--- config.mk ---
export PLATFORM = sky130hd
export DESIGN_NAME = regfile_sequencer
export DESIGN_NICKNAME = d
export VERILOG_FILES = /design/src/rtl/regfile_sequencer.sv
export SDC_FILE = /design/constraint.sdc
export NUM_CORES = 1
export LEC_CHECK = 0
export CORE_MARGIN = 2
export CORE_UTILIZATION = 42
export CTS_CLUSTER_DIAMETER = 40
export CTS_CLUSTER_SIZE = 8
export DETAILED_ROUTE_END_ITERATION = 8
export PLACE_DENSITY = 0.9
export SYNTH_ARGS = -nofsm -noshare
export SYNTH_HDL_FRONTEND = slang
export SYNTH_SLANG_ARGS = --single-unit
--- constraint.sdc ---
create_clock -name clk -period 1.59 [get_ports clk]
set_clock_uncertainty 0.1 [all_clocks]
set_input_delay 0.318 -clock clk [delete_from_list [all_inputs] [get_ports clk]]
set_output_delay 0.318 -clock clk [all_outputs]
set_load 0.1 [all_outputs]
--- src/rtl/regfile_sequencer.sv ---
// Multi-cycle control sequencer: fetches an instruction, drives register-file
// read addresses and ALU op, captures the result, then issues a single-cycle
// register-file write gated by ALU overflow.
module regfile_sequencer #(
    parameter int unsigned PC_W    = 4,
    parameter logic [3:0]  HALT_OP = 4'hF,
    parameter logic [3:0]  LDI_OP  = 4'hE
) (
    input  logic            clk,
    input  logic            rst,
    input  logic            run,
    input  logic            step,
    input  logic [15:0]     instr,
    output logic [PC_W-1:0] pc,
    input  logic [3:0]      alu_result,
    input  logic            alu_overflow,
    output logic [3:0]      alu_op,
    output logic [3:0]      Rd1,
    output logic [3:0]      Rd2,
    output logic [3:0]      Wr,
    output logic [3:0]      Write_data,
    output logic            RegWrite,
    output logic            ovf_flag,
    output logic            halted,
    output logic            busy
);

    typedef enum logic [2:0] {
        StIdle,
        StFetch,
        StDecode,
        StExecute,
        StWriteback,
        StHalt
    } state_e;

    localparam logic [3:0] NopOp = 4'h0;

    state_e          state_q, state_d;
    logic [15:0]     ir_q, ir_d;
    logic [PC_W-1:0] pc_q, pc_d;
    logic [3:0]      wdata_q, wdata_d;
    logic            ovf_cap_q, ovf_cap_d;
    logic            reg_write_q, reg_write_d;
    logic            ovf_flag_q, ovf_flag_d;

    logic            ovf_now;
    logic [3:0]      data_now;

    // Next-state logic: sequencing, IR latch, write-back capture and pc update.
    always_comb begin
        state_d     = state_q;
        ir_d        = ir_q;
        pc_d        = pc_q;
        wdata_d     = wdata_q;
        ovf_cap_d   = ovf_cap_q;
        reg_write_d = 1'b0;
        ovf_flag_d  = ovf_flag_q;
        ovf_now     = 1'b0;
        data_now    = 4'h0;

        case (state_q)
            StIdle: begin
                if (run || step) begin
                    state_d = StFetch;
                end
            end
            StFetch: begin
                ir_d    = instr;
                state_d = StDecode;
            end
            StDecode: begin
                ovf_cap_d = 1'b0;
                if (ir_q[15:12] == HALT_OP) begin
                    state_d = StHalt;
                end else if (ir_q[15:12] == NopOp) begin
                    // NOP goes straight to write-back with the strobe held low.
                    wdata_d = 4'h0;
                    state_d = StWriteback;
                end else begin
                    state_d = StExecute;
                end
            end
            StExecute: begin
                if (ir_q[15:12] == LDI_OP) begin
                    data_now = ir_q[3:0];
                    ovf_now  = 1'b0;
                end else begin
                    data_now = alu_result;
                    ovf_now  = alu_overflow;
                end
                wdata_d     = data_now;
                ovf_cap_d   = ovf_now;
                // Register 0 is never a write target.
                reg_write_d = (ir_q[11:8] != 4'h0) && !ovf_now;
                state_d     = StWriteback;
            end
            StWriteback: begin
                pc_d = pc_q + PC_W'(1);
                if (ovf_cap_q) begin
                    ovf_flag_d = 1'b1;
                end
                state_d = run ? StFetch : StIdle;
            end
            StHalt: begin
                state_d = StHalt;
            end
            default: begin
                state_d = StIdle;
            end
        endcase
    end

    // State register with synchronous active-high reset.
    always_ff @(posedge clk) begin
        if (rst) begin
            state_q     <= StIdle;
            ir_q        <= 16'h0000;
            pc_q        <= '0;
            wdata_q     <= 4'h0;
            ovf_cap_q   <= 1'b0;
            reg_write_q <= 1'b0;
            ovf_flag_q  <= 1'b0;
        end else begin
            state_q     <= state_d;
            ir_q        <= ir_d;
            pc_q        <= pc_d;
            wdata_q     <= wdata_d;
            ovf_cap_q   <= ovf_cap_d;
            reg_write_q <= reg_write_d;
            ovf_flag_q  <= ovf_flag_d;
        end
    end

    // Outputs come only from registers; IR fields hold steady through
    // DECODE, EXECUTE and WRITEBACK.
    always_comb begin
        pc         = pc_q;
        alu_op     = ir_q[15:12];
        Rd1        = ir_q[7:4];
        Rd2        = ir_q[3:0];
        Wr         = ir_q[11:8];
        Write_data = wdata_q;
        RegWrite   = reg_write_q;
        ovf_flag   = ovf_flag_q;
        halted     = (state_q == StHalt);
        busy       = (state_q == StFetch) || (state_q == StDecode) ||
                     (state_q == StExecute) || (state_q == StWriteback);
    end

endmodule

# Word level (Yosys, flattened, before mapping)
# Cells that the tools add are included.
[totals] ff_bits=30 inputBits=25 out_inout_bits=28
[classes] n_reduce_logical=13 n_eq_ne=10 n_mux=12 n_addsub=1 bitwise_logic=1
[op_table] cell="$pmux W3 S6" count=1
[op_table] cell="$mux W4" count=3
[op_table] cell="$mux W3" count=3
[op_table] cell="$eq A4 B4 Y1 const B" count=2
[op_table] cell="$pmux W4 S2" count=1
[op_table] cell="$eq A3 B2 Y1 const B" count=2
[op_table] cell="$eq A3 B3 Y1 const B" count=2
[op_table] cell="$ne A2 B2 Y1 const B" count=3
[op_table] cell="$add A4 B1 Y4 const B" count=1
[op_table] cell="$logic_not A4 Y1" count=1
[op_table] cell="$logic_or A1 B1 Y1" count=4
[op_table] cell="$reduce_bool A4 Y1" count=1
[op_table] cell="$eq A3 B1 Y1 const B" count=1
[op_table] cell="$logic_not A3 Y1" count=1
[op_table] cell="$mux W1" count=3
[op_table] cell="$reduce_and A3 Y1" count=1
[op_table] cell="$pmux W1 S2" count=1
[op_table] cell="$reduce_and A2 Y1" count=1
[op_table] cell="$reduce_bool A2 Y1" count=1
[op_table] cell="$reduce_or A2 Y1" count=1
[op_table] cell="$logic_and A1 B1 Y1" count=1
[op_table] cell="$logic_not A1 Y1" count=1
[op_table] cell="$not A1 Y1" count=1

# Depth between registers and ports, before layout
# Gate-level depths: netlist of the first run.
[logic_depth] depth_word=5 ltp_mapped=5 depth_no_buf=4

# Least setup slack after synthesis of the first run
# OpenSTA, ideal clock, no wires.
[synth_path] path_type="flip-flop to output port" startpoint="register state_q[1]" endpoint="output port busy" stages_incl_launch_ff=4 setup_slack_ps=-946 arrival_ps=2118 path_buffers=1 cell_sequence="dfxtp_1 -> buf_4 -> nor2_1 -> xnor2_1"
[synth_between] elab_chain_len=4 word_cells_on_any_way=7 classes_between="4 x eq/ne; 3 x reduce/logical"
[synth_lines] item="start: declaration" line_no="39" text="state_e state_q, state_d;"
[synth_lines] item="start signal: assignment" line_no="117" text="state_q <= StIdle;"
[synth_lines] item="start signal: assignment" line_no="125" text="state_q <= state_d;"
[synth_lines] item="$eq A3 B1 Y1 / $eq A3 B2 Y1 (equally long branches)" line_no="147" text="busy = (state_q == StFetch) || (state_q == StDecode) ||"
[synth_lines] item="$logic_or A1 B1 Y1 (2 in series)" line_no="147"
[synth_lines] item="$logic_or A1 B1 Y1 (*)" line_no="148" text="(state_q == StExecute) || (state_q == StWriteback);"
[synth_lines] item="end: declaration" line_no="25" text="output logic busy"
# Mark *: on every way between the ends. The rest lies on a longest branch, timed or not.

# Worst setup path in the final report of the first run
[layout_path] startpoint="register state_q[0]" endpoint="output port halted"
[layout_between] elab_chain_len=1
[layout_lines] item="$eq A3 B3 Y1" line_no="146" text="halted = (state_q == StHalt);"
[layout_lines] item="end: declaration" line_no="24" text="output logic halted,"
# Every way passes these cells.

==> results.cfg, run 1 <==
[final_layout]
multi_input_area_um2 = 666
drive_above_1_share = 0.356
final_nets = 234
antenna_cells = 0
final_common_cell = nand2_1
synthToLayoutAreaGrowth_pct = 80.4
final_cell_mix = 34 x nand2_1, 28 x buf_12, 24 x clkdlybuf4s50_1
regArea_um2 = 628
fillers = 168

[grt]
grt_usage = 0.257
grt_max_degree = 18
use_met2 = 0.471
grt_overflow = 0
grt_antenna_before_repair = 0
grt.busiest_layer = met2
grt_pass1_wl_um = 6650
met1_usage = 0.273
use_met3 = 0.0764
grt_pass1_vias = 1467

[yosys]
avgSynthCellArea_um2 = 8.78
ys_async_sr_fraction = 0
yosys_warnings = 0
synth_mux_area_frac = 0.0314
yosys.area.top_type = dfxtp_1
syn-num-nets = 171
yosysTopAreaCellShare = 0.472
synth_enable_flop_cells = 0
netlist_instances = 145
ys_types = 36
synthAdderAreaFrac = 0.00982
synth_area_um2 = 1270
synthFlopType = dfxtp_1
synth_compound_area_frac = 0.145
synth_xor_area_frac = 0.0206
synth-simple-area-share = 0.275
seq_area_frac_synth = 0.472
synth_top_family_by_area = simple AND/OR/NAND/NOR gates
ys_seq_elements = 30
synth.area.top_cells = dfxtp_1 47%, nand2_1 10%, a21oi_1 7.1%, or3b_1 4.1%, mux2i_1 3.1%

[outcome]
failed_checks = negative setup slack
outcome = complete, but fails checks

[floorplan]
die_h_um = 59.1
fp.coreArea_um2 = 2830
start_util = 0.450
die_area_um2 = 3490
io_pins = 53
dieWidth_um = 59.1
rows = 19

[routing]
drcViolationCount = 0
wirelength_um = 4170
routedWlPerCell_um = 17.4
dr.pass1.iters = 4
drt_iter0_drc = 42
via_per_inst = 5.63
num_vias = 1346
postRouteAntennaNets = 0

[clock_network]
cts_tree = yes
clkSinkCount = 30
clkTransAtPathRegs_ns = 0.09
cts.path.max_buffers = 2
htree_levels = 2
worst_skew_pair.late_latency_ns = 0.33
cts_root_buf = clkbuf_4
cts_buffers = 5
holdBufCountCts = 0

[place]
gp_congestion = 0.801
dp_hpwl_um = 3010
port_buffers = 52
place_ws_ns = -0.0631

[sta]
relSlewSlack = 0.652
setup_viol = 2
max_freq_mhz = 615
finalMaxSlewViolations = 0
worst_slack_ns = -0.0361
min_period_over_period = 1.02
worst_pin_slew_ns = 0.515
fin_crit_ns = 1.63
finalHoldViolCount = 0
grt_setup_unrepaired = true

[pwr]
powerDensity_nw_per_um2 = 1080
leakagePower_nw = 0.899
total_power_mw = 2.49
vdd_drop_max_mv = 0.878

[worst_setup_path]
crit_type = reg2out
crit_path_start_kind = flip-flop
end_kind = output port
required_ns = 1.17
crit_path_max_fanout = 3
worstPathArrival_ns = 1.21

[flow_run]
cap_violations = 0

[hold_path]
hold_class = reg2reg
Yosys cell counts (all sizes together), types with 2 or more instances:
master and number:
nor3 2, o22ai 4, xnor2 3, or3 2, or3b 6, nor3b 2, buf 5, a221oi 2
dfxtp 30, nor2b 2, inv 2, a21oi 19, mux2i 4, clkbuf 4, nor2 7, nand2b 2
nand2 35
report_power, final:
part	leakage, nW	total (mW)	internal (mW)	switching [mW]
Clock	0.0314	0.460	0.208	0.252
Sequential	0.252	0.914	0.819	0.0942
Combinational	0.616	1.12	0.440	0.676
timing repair:
item	4_1_cts	5_1_grt
pin swaps	3	1
gates resized for setup	12	2
setup buffers	5	1
endpoints found under the setup margin	3	3
cells by family (layout without fill, tap and decap cells):
logic type                 count (synthesis)  after routing
adders and majority gates                  1              1
and+or+nand+nor                           65             65
DFF                                       30             30
muxes                                      4              4
xor gates and xnor gates                   3              3
AOI/OAI and AO/OA                         31             31
buffers and inverters                     11             74
through the flow:
stage	cells	utilization	hold slack [ns]	area (µm²)	TNS, ns
after floorplan	145	-	0.311	1320	-0.0104
after global placement	226	0.762	0.380	2160	0
after detailed placement	226	0.762	0.394	2160	-0.0852
after CTS	238	0.807	0.407	2280	-0.0485
after global routing	239	0.812	0.428	2300	-0.145
final	239	0.812	0.399	2300	-0.0582
registers in the layout, summed over array words and instances (netlist names):
signal,cells
RegWrite,1
Write_data,4
ir_q,16
ovf_cap_q,1
ovf_flag,1
pc,4
state_q,3
critical path: stages (launching register included):
cell and delay, ns:
dfxtp_4 0.38, nor2b_4 0.18, nand2_4 0.07, clkinvlp_4 0.08
buf_12 0.16
routing by layer:
layer,share of wire,routed length (µm),vias up
li1,-,-,634
met1,0.36,1520,639
met2,0.54,2260,59
met3,0.060,251,14
met4,0.033,138,0
met5,0,0,-
layout make-up:
type	instances	share of cell area
tap	31	0.0169
inverter	2	0.00490
timing repair buffer	65	0.391
sequential	30	0.273
clock buffer	7	0.0240
multi-input combinational	104	0.290
worst paths after layout:
kind / startpoint / cells after the start / slack, ns / end
setup / recovery: state_q[0]$_SDFFE_PP0P_ / 4 / -0.04 / halted
hold / removal: ir_q[7]$_SDFFE_PP0N_ / 2 / 0.40 / ir_q[7]$_SDFFE_PP0N_
setup reg to reg: state_q[0]$_SDFFE_PP0P_ / 4 / 0.01 / state_q[0]$_SDFFE_PP0P_
hold reg to reg: ir_q[7]$_SDFFE_PP0N_ / 2 / 0.40 / ir_q[7]$_SDFFE_PP0N_
No activity file was read; power rests on OpenSTA's default activity.
==> run 2, diff against run 1 <==
--- a/config.mk
+++ b/config.mk
@@ -5,12 +5,14 @@
 export SDC_FILE = /design/constraint.sdc
 export NUM_CORES = 1
 export LEC_CHECK = 0
+export CAP_MARGIN = 10
 export CORE_MARGIN = 2
 export CORE_UTILIZATION = 42
 export CTS_CLUSTER_DIAMETER = 40
 export CTS_CLUSTER_SIZE = 8
 export DETAILED_ROUTE_END_ITERATION = 8
 export PLACE_DENSITY = 0.9
+export SETUP_SLACK_MARGIN = 0.5
 export SYNTH_ARGS = -nofsm -noshare
 export SYNTH_HDL_FRONTEND = slang
 export SYNTH_SLANG_ARGS = --single-unit
==> run 2 against run 1 <==
  * The flow still finishes with violations (negative setup slack)
  * Worst hold slack gained 0.00072 ns
  * Critical path type unchanged
  * Sequential share of layout area down 2.6 points
  * Critical endpoint unchanged
  * Critical path depth unchanged
  * Fmax decreased by 4.0%
  * Largest cell class unchanged
==> results.cfg, run 2 (synthesized netlist as in run 1, its figures left out) <==
[sta]
finalHoldViolCount = 0
finalMaxSlewViolations = 0
worst_pin_slew_ns = 0.429
setup_viol = 8
worst_slack_ns = -0.104
whs_ns = 0.400
min_period_over_period = 1.07
fin_crit_ns = 1.69
relSlewSlack = 0.711
max_freq_mhz = 590
grt_setup_unrepaired = true

[clock_network]
clkTransAtPathRegs_ns = 0.10
htree_levels = 2
worst_skew_pair.late_latency_ns = 0.36
cts_buffers = 5
holdBufCountCts = 0
clkSinkCount = 30
cts_root_buf = clkbuf_4
cts.path.max_buffers = 2
cts_tree = yes

[final_layout]
antenna_cells = 0
final_nets = 258
regMostFlops = ir_q
drive_above_1_share = 0.588
synthToLayoutAreaGrowth_pct = 115
fin_util = 0.969
final_area_um2 = 2740
final_cell_mix = 29 x buf_12, 25 x nand2_1, 24 x buf_4, 24 x clkdlybuf4s50_1, 17 x dfxtp_4
final_common_cell = buf_12
largest_register_ffs = 16

[outcome]
outcome = complete, but fails checks
failed_checks = negative setup slack

[flow_run]
cap_violations = 0

[place]
dp_hpwl_um = 2770
dpl-instance-area_um2 = 2220
port_buffers = 52
gp_congestion = 0.819

[floorplan]
start_util = 0.450
die_area_um2 = 3490
dieWidth_um = 59.1
die_h_um = 59.1
io_pins = 53
rows = 19
fp.coreArea_um2 = 2830

[routing]
drcViolationCount = 0
via_per_inst = 6.28
postRouteAntennaNets = 0
routedWlPerCell_um = 25.3
dr.pass1.iters = 7
wirelength_um = 6680
num_vias = 1658
drt_iter0_drc = 194

[grt]
grt_max_degree = 17
grt_pass1_vias = 1540
grt_usage = 0.297
grt_pass1_wl_um = 7450
grt_antenna_before_repair = 0
grt_overflow = 0

[pwr]
total_power_mw = 2.83
powerDensity_nw_per_um2 = 1030
vdd_drop_max_mv = 1.23
leakagePower_nw = 1.07

[worst_setup_path]
cp_slowest_stage_delay_ns = 0.40
required_ns = 1.17
end_kind = output port
critPathSlowestCell = dfxtp_4
path_cells = nor2b_4 -> nand2_2 -> clkinvlp_4 -> buf_12
crit_path_max_fanout = 4
crit_type = reg2out
worstPathArrival_ns = 1.28
crit_path_start_kind = flip-flop
reg2reg_slack_ns = -0.05

[hold_path]
hold_class = in2reg
## run 2: repair_timing
item / in CTS / in global routing
pin swaps: 8 / 17
buffers inserted: 23 / 7
endpoints found under the setup margin: 58 / 58
cloned: 0 / 2
gates resized for setup: 18 / 38
## run 2: critical path, delay by kind of cell (launching register included)
kind / cells / cell delay [ns]
AND/OR/NAND/NOR: 2 / 0.26
buffers and inverters: 2 / 0.26
flip-flops: 1 / 0.40
## run 2: area by class of cell
type / instances / area [µm²]
clock inverters: 2 / 8.76
repair buffers: 89 / 1160
multi-input cells: 104 / 802
flip-flops and latches: 30 / 679
fillers: 47 / 87.6
inverters: 2 / 11.3
well taps: 31 / 38.8
clock buffers: 6 / 41.3
## run 2: routing by layer
layer,GRT usage,part of all wire
met5,0,0
met4,0.120,0.076
met3,0.107,0.089
met2,0.543,0.51
met1,0.303,0.33
## run 2: report_power, final
part           switching [mW]  internal [mW]  leakage (nW)
Combinational           0.835          0.604         0.780
Clock                   0.302          0.166        0.0297
Sequential             0.0983          0.821         0.262
Total                    1.24           1.59          1.07
## run 2: per-stage QoR
step | cells | setup slack (ns) | TNS [ns]
4_1_cts | 255 | -0.0436 | -0.0836
2_1_floorplan | 145 | 0.0651 | 0
5_1_grt | 264 | -0.149 | -0.555
3_3_place_gp | 224 | -0.0343 | -0.0343
6_report | 264 | -0.104 | -0.294
3_5_place_dp | 224 | -0.0795 | -0.0923
## run 2: final timing paths
kind / from / to / cells after the start
max: state_q[0]$_SDFFE_PP0P_ / halted / 4
min: instr[6] / ir_q[6]$_SDFFE_PP0N_ / 3
max reg2reg: state_q[0]$_SDFFE_PP0P_ / ir_q[11]$_SDFFE_PP0N_ / 6
min reg2reg: ir_q[6]$_SDFFE_PP0N_ / ir_q[6]$_SDFFE_PP0N_ / 2
